--- src/rtl/user_interrupt_controller_pkg.sv ---
// Shared register offsets, mode encodings and address decode helper
// for the user interrupt controller.
// Pure declarations; no logic of its own.
package user_interrupt_controller_pkg;

  // Register offsets relative to BASE_ADDRESS
  localparam logic [1:0] IRQ_ENABLE  = 2'd0;
  localparam logic [1:0] IRQ_MODE    = 2'd1;
  localparam logic [1:0] IRQ_PENDING = 2'd2;
  localparam logic [1:0] IRQ_RAW     = 2'd3;

  // Per-source capture mode, stored one bit per source in IRQ_MODE
  typedef enum logic {
    MODE_LEVEL = 1'b0,
    MODE_EDGE  = 1'b1
  } irq_mode_e;

  // True when addr falls inside the four-register window starting at base.
  // Subtraction wraps, so addresses below base never alias into the window.
  function automatic logic in_window(input logic [11:0] addr, input logic [11:0] base);
    logic [11:0] off;
    off = addr - base;
    return off < 12'd4;
  endfunction

endpackage

--- src/rtl/user_interrupt_controller_irq_synchronizer.sv ---
// Multi-stage flop chain bringing asynchronous lines into the clk domain.
// Latency: STAGES clock edges from din to dout.
// No handshake; every stage advances every cycle.
module irq_synchronizer #(
  parameter int WIDTH  = 16,
  parameter int STAGES = 2
) (
  input  logic             clk,
  input  logic             rst,
  input  logic [WIDTH-1:0] din,
  output logic [WIDTH-1:0] dout
);

  logic [WIDTH-1:0] chain [STAGES];

  // Shift the raw lines through the chain; reset clears every stage
  always_ff @(posedge clk) begin
    if (rst) begin
      for (int i = 0; i < STAGES; i++) chain[i] <= '0;
    end else begin
      chain[0] <= din;
      for (int i = 1; i < STAGES; i++) chain[i] <= chain[i-1];
    end
  end

  assign dout = chain[STAGES-1];

endmodule

--- src/rtl/user_interrupt_controller.sv ---
// Synchronises, captures (level or rising edge), latches and masks peripheral
// interrupt lines into the trap unit's userInterrupts vector.
// Latency: SYNC_STAGES+1 edges from irqIn to userInterrupts; CSR reads are combinational.
module user_interrupt_controller
  import user_interrupt_controller_pkg::*;
#(
  parameter int          SOURCES      = 16,
  parameter int          SYNC_STAGES  = 2,
  parameter logic [11:0] BASE_ADDRESS = 12'hBC0
) (
  input  logic               clk,
  input  logic               rst,
  input  logic               csrWriteEnable,
  input  logic               csrReadEnable,
  input  logic [11:0]        csrWriteAddress,
  input  logic [11:0]        csrReadAddress,
  input  logic [31:0]        csrWriteData,
  output logic [31:0]        csrReadData,
  output logic               requestOutput,
  input  logic [SOURCES-1:0] irqIn,
  output logic [15:0]        userInterrupts
);

  logic [SOURCES-1:0] sync;
  logic [SOURCES-1:0] prev;
  logic [SOURCES-1:0] enable;
  logic [SOURCES-1:0] mode;
  logic [SOURCES-1:0] pending;
  logic [SOURCES-1:0] rise;
  logic [SOURCES-1:0] w1c;
  logic [SOURCES-1:0] wr_data;
  logic [SOURCES-1:0] read_val;
  logic [11:0]        wr_off;
  logic [11:0]        rd_off;
  logic               wr_hit;
  logic               rd_hit;
  logic               unused_wdata_bits;

  irq_synchronizer #(
    .WIDTH  (SOURCES),
    .STAGES (SYNC_STAGES)
  ) u_sync (
    .clk  (clk),
    .rst  (rst),
    .din  (irqIn),
    .dout (sync)
  );

  assign wr_off  = csrWriteAddress - BASE_ADDRESS;
  assign rd_off  = csrReadAddress - BASE_ADDRESS;
  assign wr_hit  = csrWriteEnable && in_window(csrWriteAddress, BASE_ADDRESS);
  assign rd_hit  = csrReadEnable && in_window(csrReadAddress, BASE_ADDRESS);
  assign wr_data = csrWriteData[SOURCES-1:0];

  // Bits above SOURCES are write-ignored by design
  assign unused_wdata_bits = &{1'b0, csrWriteData};

  // Write-1-to-clear only reaches edge-mode bits; level bits follow the line
  assign w1c  = (wr_hit && wr_off[1:0] == IRQ_PENDING) ? (wr_data & mode) : '0;
  assign rise = sync & ~prev;

  // Configuration registers, edge history and the pending latch
  always_ff @(posedge clk) begin
    if (rst) begin
      prev    <= '0;
      enable  <= '0;
      mode    <= '0;
      pending <= '0;
    end else begin
      prev <= sync;
      if (wr_hit && wr_off[1:0] == IRQ_ENABLE) enable <= wr_data;
      if (wr_hit && wr_off[1:0] == IRQ_MODE)   mode   <= wr_data;
      // Mode in effect this cycle decides the update; a new rise beats a clear
      for (int i = 0; i < SOURCES; i++) begin
        if (mode[i] == MODE_EDGE) pending[i] <= rise[i] | (pending[i] & ~w1c[i]);
        else                      pending[i] <= sync[i];
      end
    end
  end

  // Combinational CSR read mux; zero whenever this block is not addressed
  always_comb begin
    read_val = '0;
    if (rd_hit) begin
      case (rd_off[1:0])
        IRQ_ENABLE:  read_val = enable;
        IRQ_MODE:    read_val = mode;
        IRQ_PENDING: read_val = pending;
        default:     read_val = sync;
      endcase
    end
  end

  assign requestOutput  = rd_hit;
  assign csrReadData    = 32'(read_val);
  assign userInterrupts = 16'(pending & enable);

endmodule

--- config.mk ---
export PLATFORM = sky130hd
export DESIGN_NAME = user_interrupt_controller
export DESIGN_NICKNAME = d
export VERILOG_FILES = /design/src/rtl/user_interrupt_controller_pkg.sv /design/src/rtl/user_interrupt_controller_irq_synchronizer.sv /design/src/rtl/user_interrupt_controller.sv
export SDC_FILE = /design/constraint.sdc
export NUM_CORES = 1
export LEC_CHECK = 0
export CORE_MARGIN = 1
export CORE_UTILIZATION = 45
export CTS_BUF_LIST = sky130_fd_sc_hd__clkbuf_2 sky130_fd_sc_hd__clkbuf_4 sky130_fd_sc_hd__clkbuf_8
export CTS_CLUSTER_DIAMETER = 200
export DETAILED_ROUTE_END_ITERATION = 7
export GPL_TIMING_DRIVEN = 1
export PLACE_DENSITY = 0.91
export SETUP_SLACK_MARGIN = 0.5
export SLEW_MARGIN = 10
export SYNTH_ARGS = -nofsm -noshare
export SYNTH_HDL_FRONTEND = slang
export SYNTH_HIERARCHICAL = 1
export SYNTH_SLANG_ARGS = --single-unit
--- constraint.sdc ---
create_clock -name clk -period 1.5 [get_ports clk]
set_clock_uncertainty 0.2 [all_clocks]
set_input_delay 0.15 -clock clk [delete_from_list [all_inputs] [get_ports clk]]
set_output_delay 0.15 -clock clk [all_outputs]
set_load 0.1 [all_outputs]
Word level (Yosys, flattened, before mapping). Memories as Yosys holds them, arrays and structs flattened. Index checks and enable logic that the tools add are counted.

$add $sub $neg: 2. $lt $le $gt $ge: 2. Eq/ne operators: 4. Multiplexer cells: 24. Bitwise gates (word level): 54. Reductions and logical operators: 7.

Operators with widths (number): $mux 16 (4); $and 16x16->16 (3); $pmux 16 s3 (1); $lt 12x3->1 const B (2); $sub 12x12->12 const B (2); $mux 1 (19); $or 1x1->1 (18); $and 1x1->1 (16); $not 1->1 (16); $not 16->16 (1); $logic_and 1x1->1 (5); $eq 2x1->1 const B (2); $eq 2x2->1 const B (2); $logic_not 2->1 (2).

Bits in registers: 64. Bits in writable memories: 32. Output and inout port bits: 49. Logic and storage cells: 98. Memories: 1.

Memories: u_sync.chain (words 2, width 16, read ports 2, clocked after Yosys merged registers in 0, wr ports 2, RTL line user_interrupt_controller_irq_synchronizer.sv:14) `logic [WIDTH-1:0] chain [STAGES];`.

Logic depth before layout (Yosys ltp). Gate-level depths: netlist of run 1.

Depth after elaboration: 9. Depth in mapped cells: 5. Depth with buffers taken out: 3.

Cells and area by module. Netlist of run 1, hierarchy kept.

By module, submodules not included: user_interrupt_controller (instances 1, cells each 336, area each 3387.0 um2, seq. area each 1281.2 um2); irq_synchronizer (instances 1, cells each 83, area each 983.4 um2, seq. area each 640.6 um2).

Least setup slack after synthesis of run 1. No wires, ideal clock.

Kind: input to output. Start: input csrReadAddress[10]. End: output csrReadData[10]. Arrival time: 2.220 ns. Data required time: 1.150 ns. Setup slack: -1.070 ns. Stages: 4. Buffers on the path: 1. Cell sequence: nor4bb_1 nand3_1 clkbuf_1 nor2b_1.

Word-level cells in the longest chain between the ends: 4.

Ends and longest elaborated chain: from (decl) (RTL line user_interrupt_controller.sv:16) `input logic [11:0] csrReadAddress,`; $sub 12x12->12 (RTL line user_interrupt_controller_pkg.sv:22) `off = addr - base;`; $lt 12x3->1 (RTL line user_interrupt_controller_pkg.sv:23) `return off < 12'd4;`; $logic_and 1x1->1 (RTL line user_interrupt_controller.sv:52) `assign rd_hit = csrReadEnable && in_window(csrReadAddress, BASE_ADDRESS);`; $mux 16 (RTL line user_interrupt_controller.sv:84) `if (rd_hit) begin`; to (decl) (RTL line user_interrupt_controller.sv:18) `output logic [31:0] csrReadData,`.

Every way passes these cells.

Worst setup path after layout of run 1.
Start: register enable[12]. End: output csrReadData[12].

Word-level cells in the longest chain between the ends: 2.

Ends and longest elaborated chain: from (decl) (RTL line user_interrupt_controller.sv:26) `logic [SOURCES-1:0] enable;`; from (signal assigned) (RTL line user_interrupt_controller.sv:71) `if (wr_hit && wr_off[1:0] == IRQ_ENABLE) enable <= wr_data;`; $pmux 16 s3 (RTL line user_interrupt_controller.sv:85) `case (rd_off[1:0])`; $mux 16 (RTL line user_interrupt_controller.sv:84).

Every way passes these cells.

==> impl_results.md, run 1 <==
* Critical Path Stages at 3
* Die Area at 10110 um^2
* DR pass1 iterations at 5
* Critical Path End: csrReadData[12]
* Layout overhead on the synthesized area at 52.91%
* Worst min path class: input port to flop
* Reg2reg start: mode[10]$_SDFFE_PP0P_
* WL final at about 12000 um
* CP Class: flop to output port
* Critical Path Max Stage Delay at between 0.4 and 0.5 ns
* CP max-delay cell: mux4_2
* Post-synthesis sequential area ratio at 43.97%
* CTS tree: built
* Starting Density at 46.85%
* Num rows at 35
* Clock root cell: clkbuf_8
* Clk Latency, worst-skew pair at 0.34 ns
* Period utilization at 121.8%
* Min Hold Slack at -0.01579 ns
* Die X at ~100 um
* GRT overflow at 0
* Max IR drop VDD at around 0.59 mV
* Final min period at roughly 1.8 ns
* Max-cap violations at 0
* Vias in the first global route at around 3500
* Reg2reg path depth at 4
* Mapped Cells at ~420
* Clock Sinks at between 90 and 100
* Yosys warning total at 6
* First-pass GRT wire length at ~17000 um
* Fillers at about 630
* Worst setup startpoint: enable[12]$_SDFFE_PP0P_
* PortBufs at 92
* Buffers and inverters on the worst path at 1
* GR met1 Demand/Resource at 26.12%
* #FFs+latches synth at between 90 and 100
* Power per cell area at ~750 nW/um^2
* Failing checks: hold timing, setup timing
* I/O pin total at between 100 and 150
* Final hold viol count at 5
* Status: finished, violations left
* GRT Max-Usage Layer: met2
* Pleak at around 2.7 nW
* Die Y at 100.6 um
* Worst-path clk slew at 0.10 ns
* Post-route ant nets at 0
* CP Data Arrival Time at ~1.5 ns
* Final setup viols at 19
* Pin count of the biggest net entering global routing at 102
* RSZ-0062 raised after global routing: true
* Library cells used by synthesis at 25
* Routability congestion estimate at roughly 0.76
* Hold path startpoint: rst
* M3 GR Usage at 2.913%
* FF-to-FF setup slack at ~0.19 ns
* Fin Setup TNS at -4.916 ns
* # H-tree levels at 3
* Drt wl/cell at around 18 um
* Core ar. at between 9000 and 10000 um^2
* Mapped Avg Cell Area at approximately 10 um^2
* Ant diodes at 0
* CTS buffer count at 9
* GRT Overall Usage at a little under a quarter
* Clock Tree Buf Depth at 2
* Vias at ~3400
* Crit end category: output port
* Family with the most delay on the worst path: multiplexers
* CP cell instances: mux4_2, nor2b_4, buf_12
* GR Util met2 at roughly two fifths
* CP startpoint kind: flop
* Final Slew Violations at 0
* Initial drt markers at 159
* Total Power at roughly 0.005 W
* Antenna violations before repair at 0
* Req. time, crit path at roughly 1.2 ns
* Nets@finish at 613
* Syn Std Cell Area at 4370 um^2
* Post-DP HPWL at ~6600 um
* Post-route worst setup slack at -0.3272 ns
* Fraction of layout cells with a size suffix above 1 at roughly half
* Sequential cell area at between 2000 and 2500 um^2
* DRC at 0
* Worst-path maximum fanout at 2
* Fmax at 547.3 MHz
* Worst r2r dst: pending[10]$_SDFF_PP0_
* Multi-input gate area at 2441 um^2
* Via density at approximately 5.0
-- final cells by class --
cell class | instances | share of cell area [%]
inverter | 1 | 0.1123
multi-input combinational | 283 | 36.53
sequential | 96 | 29.94
tap | 129 | 2.415
clock buffer | 11 | 2.172
clock inverter | 5 | 0.8425
timing repair buffer | 146 | 27.99
-- tightest hold or removal path, delay by kind of cell --
kind | cells | cell delay [ns]
AND/OR/NAND/NOR | 1 | 0.06
buffers and inverters | 2 | 0.29
-- cell families after synthesis --
logic type | share of synthesized area, %
simple gates | 23.53
flops | 43.97
mux | 15.57
other cells | 0.08580
compound gates | 8.245
buf+inv | 8.588
-- cell usage in the layout (no fill, tap or decap), drive strengths merged, types with 16 or more instances in the layout --
| master | Yosys | final |
|---|---|---|
| nand2 | 32 | 32 |
| a21bo | 16 | 16 |
| mux2i | 32 | 32 |
| mux4 | 16 | 16 |
| conb | 1 | 16 |
| buf | 43 | 101 |
| nor2b | 64 | 64 |
| dfxtp | 96 | 96 |
| and2 | 16 | 16 |
| o21a | 16 | 16 |
| clkdlybuf4s50 | 0 | 32 |
| nand2b | 48 | 48 |
| a21oi | 16 | 16 |
-- worst min path at each step --
| stage | endpoint | slack, ns | depth (start not counted) |
|---|---|---|---|
| final | u_sync/chain[0][17]$_SDFF_PP0_ | -0.02 | 3 |
| after global routing | u_sync/chain[0][17]$_SDFF_PP0_ | -0.01 | 3 |
| after CTS | u_sync/chain[0][17]$_SDFF_PP0_ | -0.03 | 3 |
| after detailed placement | u_sync/chain[0][23]$_SDFF_PP0_ | 0.22 | 1 |
| after global placement | u_sync/chain[0][17]$_SDFF_PP0_ | 0.22 | 1 |
| after floorplan | u_sync/chain[0][29]$_SDFF_PP0_ | 0.02 | 1 |
-- sequential cells by signal, summed over array words and instances, names as in the netlist --
name	flops
pending	16
enable	16
prev	16
u_sync/chain	32
mode	16
-- synth_stat cells (all sizes together) --
master,instances,area share [%]
mux4,16,8.2
clkbuf,11,0.94
dfxtp,96,44
conb,1,0.086
and4,1,0.20
nand2b,48,6.9
and2,16,2.3
o21a,16,2.7
nand2,32,2.7
nand3,1,0.11
inv,1,0.086
nor4bb,2,0.46
nor3,1,0.11
and4b,3,0.69
a21bo,16,3.7
nor4b,1,0.54
nand4b,1,0.20
nand4,1,0.14
buf,43,7.6
mux2i,32,7.3
nor2b,64,9.2
a21oi,16,1.8
-- metrics by stage --
stage | hold WS, ns | cells | setup slack, ns | utilization [%] | cell area [um^2]
floorplan | 0.02161 | 434 | -0.3304 | - | 4688
global placement | 0.2223 | 618 | -0.5290 | 62.95 | 5872
detailed placement | 0.2220 | 618 | -0.5695 | 62.95 | 5872
CTS | -0.03267 | 661 | -0.3242 | 69.60 | 6492
global route | -0.01380 | 671 | -0.3623 | 71.64 | 6683
finish | -0.01579 | 671 | -0.3272 | 71.64 | 6683
-- where the power goes --
group          internal (W)  switching, W
combinational      0.000309      0.000358
sequential          0.00261     0.0000346
clock              0.000834      0.000874
-- repair_timing --
item                       4_1_cts  5_1_grt
cloned                           5        0
gates resized for setup        158       34
hold endpoints to repair         7        5
pin swaps                       11       13
setup endpoints to repair       81       81
buffers inserted                22       10
-- layer usage --
metal,share of wire (%),wire [um]
met1,38,4590
met2,54,6449
met3,5.0,596
met4,2.6,315
met5,0,0
Note: power is estimated with default switching activity, not from simulation.
==> inputs of run 2 (changes only) <==
Settings changed: SLEW_MARGIN 10 to 0.
==> results of run 2 <==
Final layout, timing and power as in run 1 (identical DEF).
==> inputs of run 3 (changes only) <==
Settings changed: GPL_ROUTABILITY_DRIVEN set to 0.
==> results of run 3 <==
Final layout, timing and power as in run 1 (identical DEF).
